<file path="config.mk">
export PLATFORM = sky130hd
export DESIGN_NAME = plot_arbiter_flat
export DESIGN_NICKNAME = d
export VERILOG_FILES = /design/src/rtl/plot_arbiter_if.sv /design/src/rtl/plot_arbiter.sv /design/src/flat_wrapper.sv
export SDC_FILE = /design/constraint.sdc
export NUM_CORES = 1
export LEC_CHECK = 0
export BUFFER_PORTS_ARGS = -buffer_cell sky130_fd_sc_hd__buf_2
export CORE_UTILIZATION = 35
export CTS_BUF_LIST = sky130_fd_sc_hd__clkbuf_8
export DETAILED_ROUTE_END_ITERATION = 16
export HOLD_SLACK_MARGIN = 0.05
export SYNTH_ARGS = -nofsm -noshare
export SYNTH_HDL_FRONTEND = slang
export SYNTH_SLANG_ARGS = --single-unit
</file>
<file path="constraint.sdc">
create_clock -name clk -period 2.34 [get_ports clk]
set_clock_uncertainty 0.1 [all_clocks]
set_input_delay 0.234 -clock clk [delete_from_list [all_inputs] [get_ports clk]]
set_output_delay 0.234 -clock clk [all_outputs]
set_load 0.005 [all_outputs]
</file>
<file path="src/rtl/plot_arbiter_if.sv">
// Bundles the three requester pixel ports and the single VGA pixel output of plot_arbiter.
// master = requester/VGA side, slave = arbiter side.
// Requester i occupies bits [i*W +: W] of each packed coordinate and colour bus.
interface plot_arbiter_if #(
  parameter int X_W = 8,
  parameter int Y_W = 7,
  parameter int C_W = 3
);
  logic [2:0]       req;
  logic [2:0]       pix_valid;
  logic [2:0]       pix_last;
  logic [3*X_W-1:0] x_in;
  logic [3*Y_W-1:0] y_in;
  logic [3*C_W-1:0] colour_in;
  logic             clr_err;
  logic [2:0]       grant;
  logic             busy;
  logic             plot;
  logic [X_W-1:0]   x_out;
  logic [Y_W-1:0]   y_out;
  logic [C_W-1:0]   colour_out;
  logic             timeout_err;

  modport master (
    output req, pix_valid, pix_last, x_in, y_in, colour_in, clr_err,
    input  grant, busy, plot, x_out, y_out, colour_out, timeout_err
  );

  modport slave (
    input  req, pix_valid, pix_last, x_in, y_in, colour_in, clr_err,
    output grant, busy, plot, x_out, y_out, colour_out, timeout_err
  );
endinterface

</file>
<file path="src/rtl/plot_arbiter.sv">
// Round-robin arbiter granting one of three pixel sources bursts onto a single VGA write port.
// Latency: grant 1 cycle after request in IDLE; accepted pixel appears on plot 1 cycle later.
// Backpressure: non-granted sources wait on req; a watchdog forces release after MAX_BURST cycles.
module plot_arbiter #(
  parameter int X_W       = 8,
  parameter int Y_W       = 7,
  parameter int C_W       = 3,
  parameter int MAX_BURST = 256
) (
  input  logic           clk,
  input  logic           reset_n,
  plot_arbiter_if.slave  bus
);
  localparam int CNT_W = $clog2(MAX_BURST + 1);

  typedef enum logic {IDLE, BURST} state_t;

  state_t           state_q, state_d;
  logic [2:0]       grant_q, grant_d;
  logic [1:0]       last_q, last_d;
  logic [CNT_W-1:0] cnt_q, cnt_d;
  logic             err_q, err_d;
  logic             plot_q, plot_d;
  logic [X_W-1:0]   x_q, x_d, x_sel;
  logic [Y_W-1:0]   y_q, y_d, y_sel;
  logic [C_W-1:0]   c_q, c_d, c_sel;
  logic [1:0]       win_idx, g_idx, cand1, cand2, cand3;
  logic             win_vld;
  logic             accept, last_hit, req_hold;

  function automatic logic [1:0] next_idx(input logic [1:0] i);
    return (i == 2'd2) ? 2'd0 : i + 2'd1;
  endfunction

  // Round-robin pick: scan from the source after the last winner; nearest requester wins.
  always_comb begin
    win_vld = 1'b0;
    win_idx = 2'd0;
    cand1   = next_idx(last_q);
    cand2   = next_idx(cand1);
    cand3   = next_idx(cand2);
    if (bus.req[cand3]) begin win_vld = 1'b1; win_idx = cand3; end
    if (bus.req[cand2]) begin win_vld = 1'b1; win_idx = cand2; end
    if (bus.req[cand1]) begin win_vld = 1'b1; win_idx = cand1; end
  end

  // Decode the granted source and mux its pixel fields; only the granted source is ever seen.
  always_comb begin
    g_idx = 2'd0;
    x_sel = '0;
    y_sel = '0;
    c_sel = '0;
    for (int i = 0; i < 3; i++) begin
      if (grant_q[i]) begin
        g_idx = 2'(i);
        x_sel = bus.x_in[i*X_W +: X_W];
        y_sel = bus.y_in[i*Y_W +: Y_W];
        c_sel = bus.colour_in[i*C_W +: C_W];
      end
    end
  end

  assign accept   = |(bus.pix_valid & grant_q);
  assign last_hit = |(bus.pix_valid & bus.pix_last & grant_q);
  assign req_hold = |(bus.req & grant_q);

  // Next-state and output decode; any release path returns to IDLE, guaranteeing a gap cycle.
  always_comb begin
    state_d = state_q;
    grant_d = grant_q;
    last_d  = last_q;
    cnt_d   = cnt_q;
    plot_d  = 1'b0;
    x_d     = x_q;
    y_d     = y_q;
    c_d     = c_q;
    err_d   = err_q & ~bus.clr_err;
    case (state_q)
      IDLE: begin
        grant_d = 3'b000;
        if (win_vld) begin
          state_d = BURST;
          grant_d = 3'b001 << win_idx;
          cnt_d   = '0;
        end
      end
      BURST: begin
        cnt_d = cnt_q + CNT_W'(1);
        if (accept) begin
          plot_d = 1'b1;
          x_d    = x_sel;
          y_d    = y_sel;
          c_d    = c_sel;
        end
        if (last_hit || !req_hold) begin
          state_d = IDLE;
          grant_d = 3'b000;
          last_d  = g_idx;
        end else if (cnt_q == CNT_W'(MAX_BURST - 1)) begin
          // Watchdog: source overstayed its burst; evict it and flag the error (set beats clear).
          state_d = IDLE;
          grant_d = 3'b000;
          last_d  = g_idx;
          err_d   = 1'b1;
        end
      end
      default: begin
        state_d = IDLE;
        grant_d = 3'b000;
      end
    endcase
  end

  // State and registered outputs; reset abandons any in-flight pixel.
  always_ff @(posedge clk or negedge reset_n) begin
    if (!reset_n) begin
      state_q <= IDLE;
      grant_q <= 3'b000;
      last_q  <= 2'd2;
      cnt_q   <= '0;
      err_q   <= 1'b0;
      plot_q  <= 1'b0;
      x_q     <= '0;
      y_q     <= '0;
      c_q     <= '0;
    end else begin
      state_q <= state_d;
      grant_q <= grant_d;
      last_q  <= last_d;
      cnt_q   <= cnt_d;
      err_q   <= err_d;
      plot_q  <= plot_d;
      x_q     <= x_d;
      y_q     <= y_d;
      c_q     <= c_d;
    end
  end

  assign bus.grant       = grant_q;
  assign bus.busy        = (state_q == BURST);
  assign bus.plot        = plot_q;
  assign bus.x_out       = x_q;
  assign bus.y_out       = y_q;
  assign bus.colour_out  = c_q;
  assign bus.timeout_err = err_q;
endmodule
</file>
<file path="src/flat_wrapper.sv">
// flat-port wrapper written by rule: the top's interface ports become plain ports
module plot_arbiter_flat 
#(
  parameter int X_W       = 8,
  parameter int Y_W       = 7,
  parameter int C_W       = 3,
  parameter int MAX_BURST = 256
)
  (clk, reset_n, bus_req, bus_pix_valid, bus_pix_last, bus_x_in, bus_y_in, bus_colour_in, bus_clr_err, bus_grant, bus_busy, bus_plot, bus_x_out, bus_y_out, bus_colour_out, bus_timeout_err);
  plot_arbiter_if #(.X_W(X_W), .Y_W(Y_W), .C_W(C_W)) bus_i ();
  input  logic clk;
  input  logic reset_n;
  input wire logic [$bits(bus_i.req)-1:0] bus_req;
  input wire logic [$bits(bus_i.pix_valid)-1:0] bus_pix_valid;
  input wire logic [$bits(bus_i.pix_last)-1:0] bus_pix_last;
  input wire logic [$bits(bus_i.x_in)-1:0] bus_x_in;
  input wire logic [$bits(bus_i.y_in)-1:0] bus_y_in;
  input wire logic [$bits(bus_i.colour_in)-1:0] bus_colour_in;
  input wire logic [$bits(bus_i.clr_err)-1:0] bus_clr_err;
  output wire logic [$bits(bus_i.grant)-1:0] bus_grant;
  output wire logic [$bits(bus_i.busy)-1:0] bus_busy;
  output wire logic [$bits(bus_i.plot)-1:0] bus_plot;
  output wire logic [$bits(bus_i.x_out)-1:0] bus_x_out;
  output wire logic [$bits(bus_i.y_out)-1:0] bus_y_out;
  output wire logic [$bits(bus_i.colour_out)-1:0] bus_colour_out;
  output wire logic [$bits(bus_i.timeout_err)-1:0] bus_timeout_err;
  assign bus_i.req = bus_req;
  assign bus_i.pix_valid = bus_pix_valid;
  assign bus_i.pix_last = bus_pix_last;
  assign bus_i.x_in = bus_x_in;
  assign bus_i.y_in = bus_y_in;
  assign bus_i.colour_in = bus_colour_in;
  assign bus_i.clr_err = bus_clr_err;
  assign bus_grant = bus_i.grant;
  assign bus_busy = bus_i.busy;
  assign bus_plot = bus_i.plot;
  assign bus_x_out = bus_i.x_out;
  assign bus_y_out = bus_i.y_out;
  assign bus_colour_out = bus_i.colour_out;
  assign bus_timeout_err = bus_i.timeout_err;
  plot_arbiter #(.X_W(X_W), .Y_W(Y_W), .C_W(C_W), .MAX_BURST(MAX_BURST)) u_core (.clk(clk), .reset_n(reset_n), .bus(bus_i));
endmodule
</file>
# Word-level counts from Yosys, hierarchy flattened
# Index checks and enable logic that the tools add are counted.
[word_totals]
reg_bits = 35
in_bits = 66
[op_classes]
addsub = 4
order_cmp = 3
n_eq_ne = 6
shift = 1
muxes = 43
bitwise = 7
reduce_logical = 8
[op_table]
columns = ["operator", "count"]
rows = [
  ["two-way mux 8 bit", 3],
  ["two-way mux 7 bit", 3],
  ["two-way mux 2 bit", 9],
  ["two-way mux 3 bit", 6],
  ["one-hot mux 9 bit (2 select lines)", 1],
  ["two-way mux 1 bit", 15],
  ["bitwise AND 3 bit", 4],
  ["adder 9 x 1 -> 9 bit, second input constant", 1],
  ["== test 9 x 8 -> 1 bit, second input constant", 1],
  ["< comparator 2 x 3 -> 1 bit, second input constant", 3],
  ["two-way mux 9 bit", 1],
  ["OR reduction 3 bit", 3],
  ["adder 2 x 1 -> 2 bit, second input constant", 3],
  ["binary-select mux 1 bit (select 2 bit)", 3],
  ["== test 2 bit, second input constant", 3],
  ["one-hot mux 3 bit (2 select lines)", 1],
  ["AND reduction 2 bit", 2],
  ["inequality test 3 bit, second input constant", 1],
  ["<< shifter 1 x 2 -> 3 bit, first input constant", 1],
  ["inequality test 2 x 1 -> 1 bit, second input constant", 1],
  ["inverter 1 bit", 2],
  ["one-hot mux 1 bit (2 select lines)", 1],
  ["nonzero test 2 bit", 1],
  ["bitwise AND 1 bit", 1],
  ["other kinds (2)", 2],
]

# Longest topological paths before layout
[logic_depth]
depth_word = 14
ltp_mapped = 7
ltp_nobuf = 7

# Worst setup path before layout
# Ideal clock, no wire load.
[synth_path]
path_type = "register to register"
from = "register u_core.cnt_q[0]"
to = "register u_core.last_q[1]"
setup_time_ns = 0.082
arrival_time_ns = 1.443
t_required_ns = 2.158
path_slack_ns = 0.714
path_stages_with_launch = 8
synth_period_minus_slack_ns = 1.626
cell_sequence = "dfrtp_1 -> ha_1 -> nand3_1 -> nor2_1 -> ha_1 -> inv_1 -> a31o_1 -> mux2_4"
[synth_via]
elab_chain_cells = 3
[synth_lines]
columns = ["element", "line_no", "rtl"]
rows = [
  ["from (decl)", "plot_arbiter.sv:21", "logic [CNT_W-1:0] cnt_q, cnt_d;"],
  ["from (signal assigned)", "plot_arbiter.sv:130", "cnt_q <= cnt_d;"],
  ["== test 9 x 8 -> 1 bit", "plot_arbiter.sv:99", "end else if (cnt_q == CNT_W'(MAX_BURST - 1)) begin"],
  ["nonzero test 2 bit (no line)", "n/a", ""],
  ["AND reduction 2 bit (no line)", "n/a", ""],
  ["to (signal assigned)", "plot_arbiter.sv:129", "last_q <= last_d;"],
  ["to (decl)", "plot_arbiter.sv:20", "logic [1:0] last_q, last_d;"],
]
# Every way passes these cells.
# A chain may end at the register's enable or synchronous reset.

# Final worst setup path
[layout_path]
from = "register u_core.grant_q[1] (netlist: u_core.bus.grant[1])"
to = "register u_core.last_q[1]"
[layout_via]
elab_chain_cells = 6
elab_cells_between_ends = 9
[layout_lines]
columns = ["element", "line_no", "rtl"]
rows = [
  ["from (decl)", "plot_arbiter.sv:19", "logic [2:0] grant_q, grant_d;"],
  ["from (signal assigned)", "plot_arbiter.sv:128", "grant_q <= grant_d;"],
  ["bitwise AND 3 bit", "plot_arbiter.sv:65", "assign req_hold = |(bus.req & grant_q);"],
  ["OR reduction 3 bit", "plot_arbiter.sv:65", ""],
  ["logical NOT 1 bit", "plot_arbiter.sv:95", "if (last_hit || !req_hold) begin"],
  ["logical OR 1 bit *", "plot_arbiter.sv:95", ""],
  ["nonzero test 2 bit (no line)", "n/a", ""],
  ["AND reduction 2 bit (no line)", "n/a", ""],
]
# Mark *: on every way between the ends. The rest lies on a longest branch, timed or not.

==> flow_summary.yaml <==
status:
  status: "finished clean"
clock_network:
  cts_root_buffer: "clkbuf_8"
  cts_buffer_depth: 2
  insertion_delay_ns: 0.29
  cts_max_level: 2
  cts_tree: "yes"
  clk_pin_slew_ns: 0.07
  cts_sinks: 35
  cts_buffers: 5
critical_path:
  path_max_fanout: 24
  crit_type: "reg -> reg"
  required_ns: 2.46
  worstPathArrival_ns: 1.95
  cp-start-kind: "flop"
  endpoint_kind: "flop"
detailed_routing:
  dr.pass1.iters: 4
  vias_per_cell: 5.09
  vias: 1782
  antenna_left: 0
  drtIter0Drc: 84
  routedWlPerCell_um: 13.7
  route.detailed.drc: 0
  drt_wl_total_mm: 4.79
floorplanning:
  die_y_um: 74.4
  start_util_pct: 37.6
  core_area_um2: 4880
  dieArea_um2: 5530
  io_pins: 90
  row_count: 25
  die-width_um: 74.4
power_and_ir_drop:
  ir_drop_v: 0.000521
  power_density_nw_per_um2: 1040
  power_leakage_nw: 1.19
synthesis:
  postSynthRegisterBits: 35
  synth_largest_area_cell: "dfrtp_1"
  synth.most_common_cell: "dfrtp_1"
  netlist_area_um2: 1830
  synth_edf_count: 0
  yosysTopAreaCellShare_pct: 46.4
  synth_cell_types: 29
  syn_area_per_cell_um2: 9.45
  ys.flop_type: "dfrtp_1"
  yosysSeqAreaShare_pct: 47.8
  synth_fp_nets: 262
  yosys-top-cells-count: "34 x dfrtp_1, 31 x nand2_1, 20 x nor2b_1, 17 x a221oi_1, 17 x o31ai_1"
  synthCells: 194
  async_flop_share_pct: 100
  ys.warnings.count: 0
  ys_top_cells_by_area: "dfrtp_1 46%, a221oi_1 8.1%, o31ai_1 7.0%"
final_layout:
  area_growth_pct: 33.7
  seq_area_um2: 877
  instances_no_fill: 350
  antennaDiodeCount: 0
  finalNetCount: 350
  multi_input_area_um2: 872
  fillCellCount: 506
  drive_gt1_share_pct: 36.7
sta:
  fin_tns_setup_ns: 0
  slew_headroom_pct: 47.1
  setup_viol: 0
  slew_violations: 0
  fin_crit_sh_pct: 78.1
  hold_violations: 0
  rsz0062_at_grt: "false"
  min_period_ns: 1.83
  tightestPinTransition_ns: 0.794
  fmax_ghz: 0.547
global_route:
  grt_pass1_vias: 1571
  grt_pass1_wl_mm: 7.42
  grt_overflow: 0
  grt_max_degree: 38
  track_usage_pct: 17.9
  antenna_found_initial: 0
place:
  dpl.cell_count: 340
  port_buffers: 89
  place.gp.congestion: 0.837
  dp_hpwl_mm: 3.35
flow_run:
  maxCapViolCount: 0
min_path:
  hp-class: "in -> reg"
power by group:
part / internal (W) / switching [W] / leakage (nW) / total [W]
clock: 0.000264 / 0.000214 / 0.0557 / 0.000478
combinational: 0.000503 / 0.000551 / 0.669 / 0.00105
sequential: 0.000840 / 0.000177 / 0.461 / 0.00102
total: 0.00161 / 0.000942 / 1.19 / 0.00255
area by class of cell:
class / instances / share of cell area, %
flip-flops and latches: 35 / 35.8
clock buffers: 7 / 3.93
multi-input cells: 139 / 35.6
clock inverters: 1 / 0.153
inverters: 6 / 0.919
well taps: 67 / 3.42
repair buffers: 95 / 20.2
sequential cells by signal, summed over array words and instances (netlist names):
register / count
u_core.cnt_q: 9
u_core.bus.x_out: 8
u_core.bus.plot: 1
u_core.bus.grant: 3
u_core.bus.colour_out: 3
u_core.last_q: 2
u_core.bus.busy: 1
u_core.bus.timeout_err: 1
u_core.bus.y_out: 7
per-stage QoR:
stage	instance area [µm²]	hold WS [ns]	total power [W]	setup WS (ns)	util, %
floorplan	1830	-0.162	0.00170	0.714	-
CTS	2450	0.134	0.00258	0.225	50.2
detailed placement	2330	0.278	0.00209	0.235	47.7
global route	2450	0.134	0.00279	0.402	50.2
global placement	2330	0.271	0.00208	0.303	47.7
finish	2450	0.136	0.00255	0.511	50.2
routing by layer:
metal	GRT usage [%]	share of wire [%]
met5	0	0
met4	6.29	1.3
met3	4.47	6.4
met2	27.7	46
met1	24.3	46
worst max-delay path, stage by stage, from the launching register on:
cell,delay (ns)
dfrtp_1,0.39
buf_4,0.22
a222oi_1,0.34
a31oi_1,0.12
a31o_1,0.28
mux2_4,0.30
path summary, 6_finish.rpt:
path	startpoint	end	slack, ns	cells past startpoint
min in group asynchronous	reset_n	u_core.cnt_q[8]	0.46	2
hold / removal	bus_colour_in[7]	u_core.bus.colour_out[1]	0.14	3
setup / recovery	u_core.bus.grant[1]	u_core.last_q[1]	0.51	5
hold reg to reg	u_core.bus.x_out[3]	u_core.bus.x_out[3]	0.37	2
setup reg to reg	u_core.bus.grant[1]	u_core.last_q[1]	0.51	5
max in group asynchronous	reset_n	u_core.bus.y_out[0]	1.16	2
repair_timing:
action | CTS | global route
setup endpoints to repair | 0 | 1
hold buffers | 2 | 0
setup buffers | 0 | 0
gates resized for setup | 0 | 1
endpoints found under the hold margin | 35 | 0
placed cells by master, fill, tap and decap left out, drive strengths merged, types with 5 or more instances in the layout:
master and instances:
dfrtp 34, nor2b 20, clkbuf 7, nor2 6
o22ai 6, nand3 5, a221oi 17, nand2 31
buf 93, o31ai 17, inv 7, o21ai 11
kinds of logic after synthesis:
| group | Yosys count | synth area share (%) |
|---|---|---|
| XOR/XNOR | 4 | 1.91 |
| buffers and inverters | 20 | 4.71 |
| multiplexers | 1 | 0.819 |
| flip-flops | 35 | 47.9 |
| adder cells (fa/ha/maj) | 2 | 1.36 |
| AND/OR/NAND/NOR | 70 | 18.8 |
| AO/OA/AOI/OAI | 62 | 24.5 |
No activity file was read; power rests on OpenSTA's default activity.
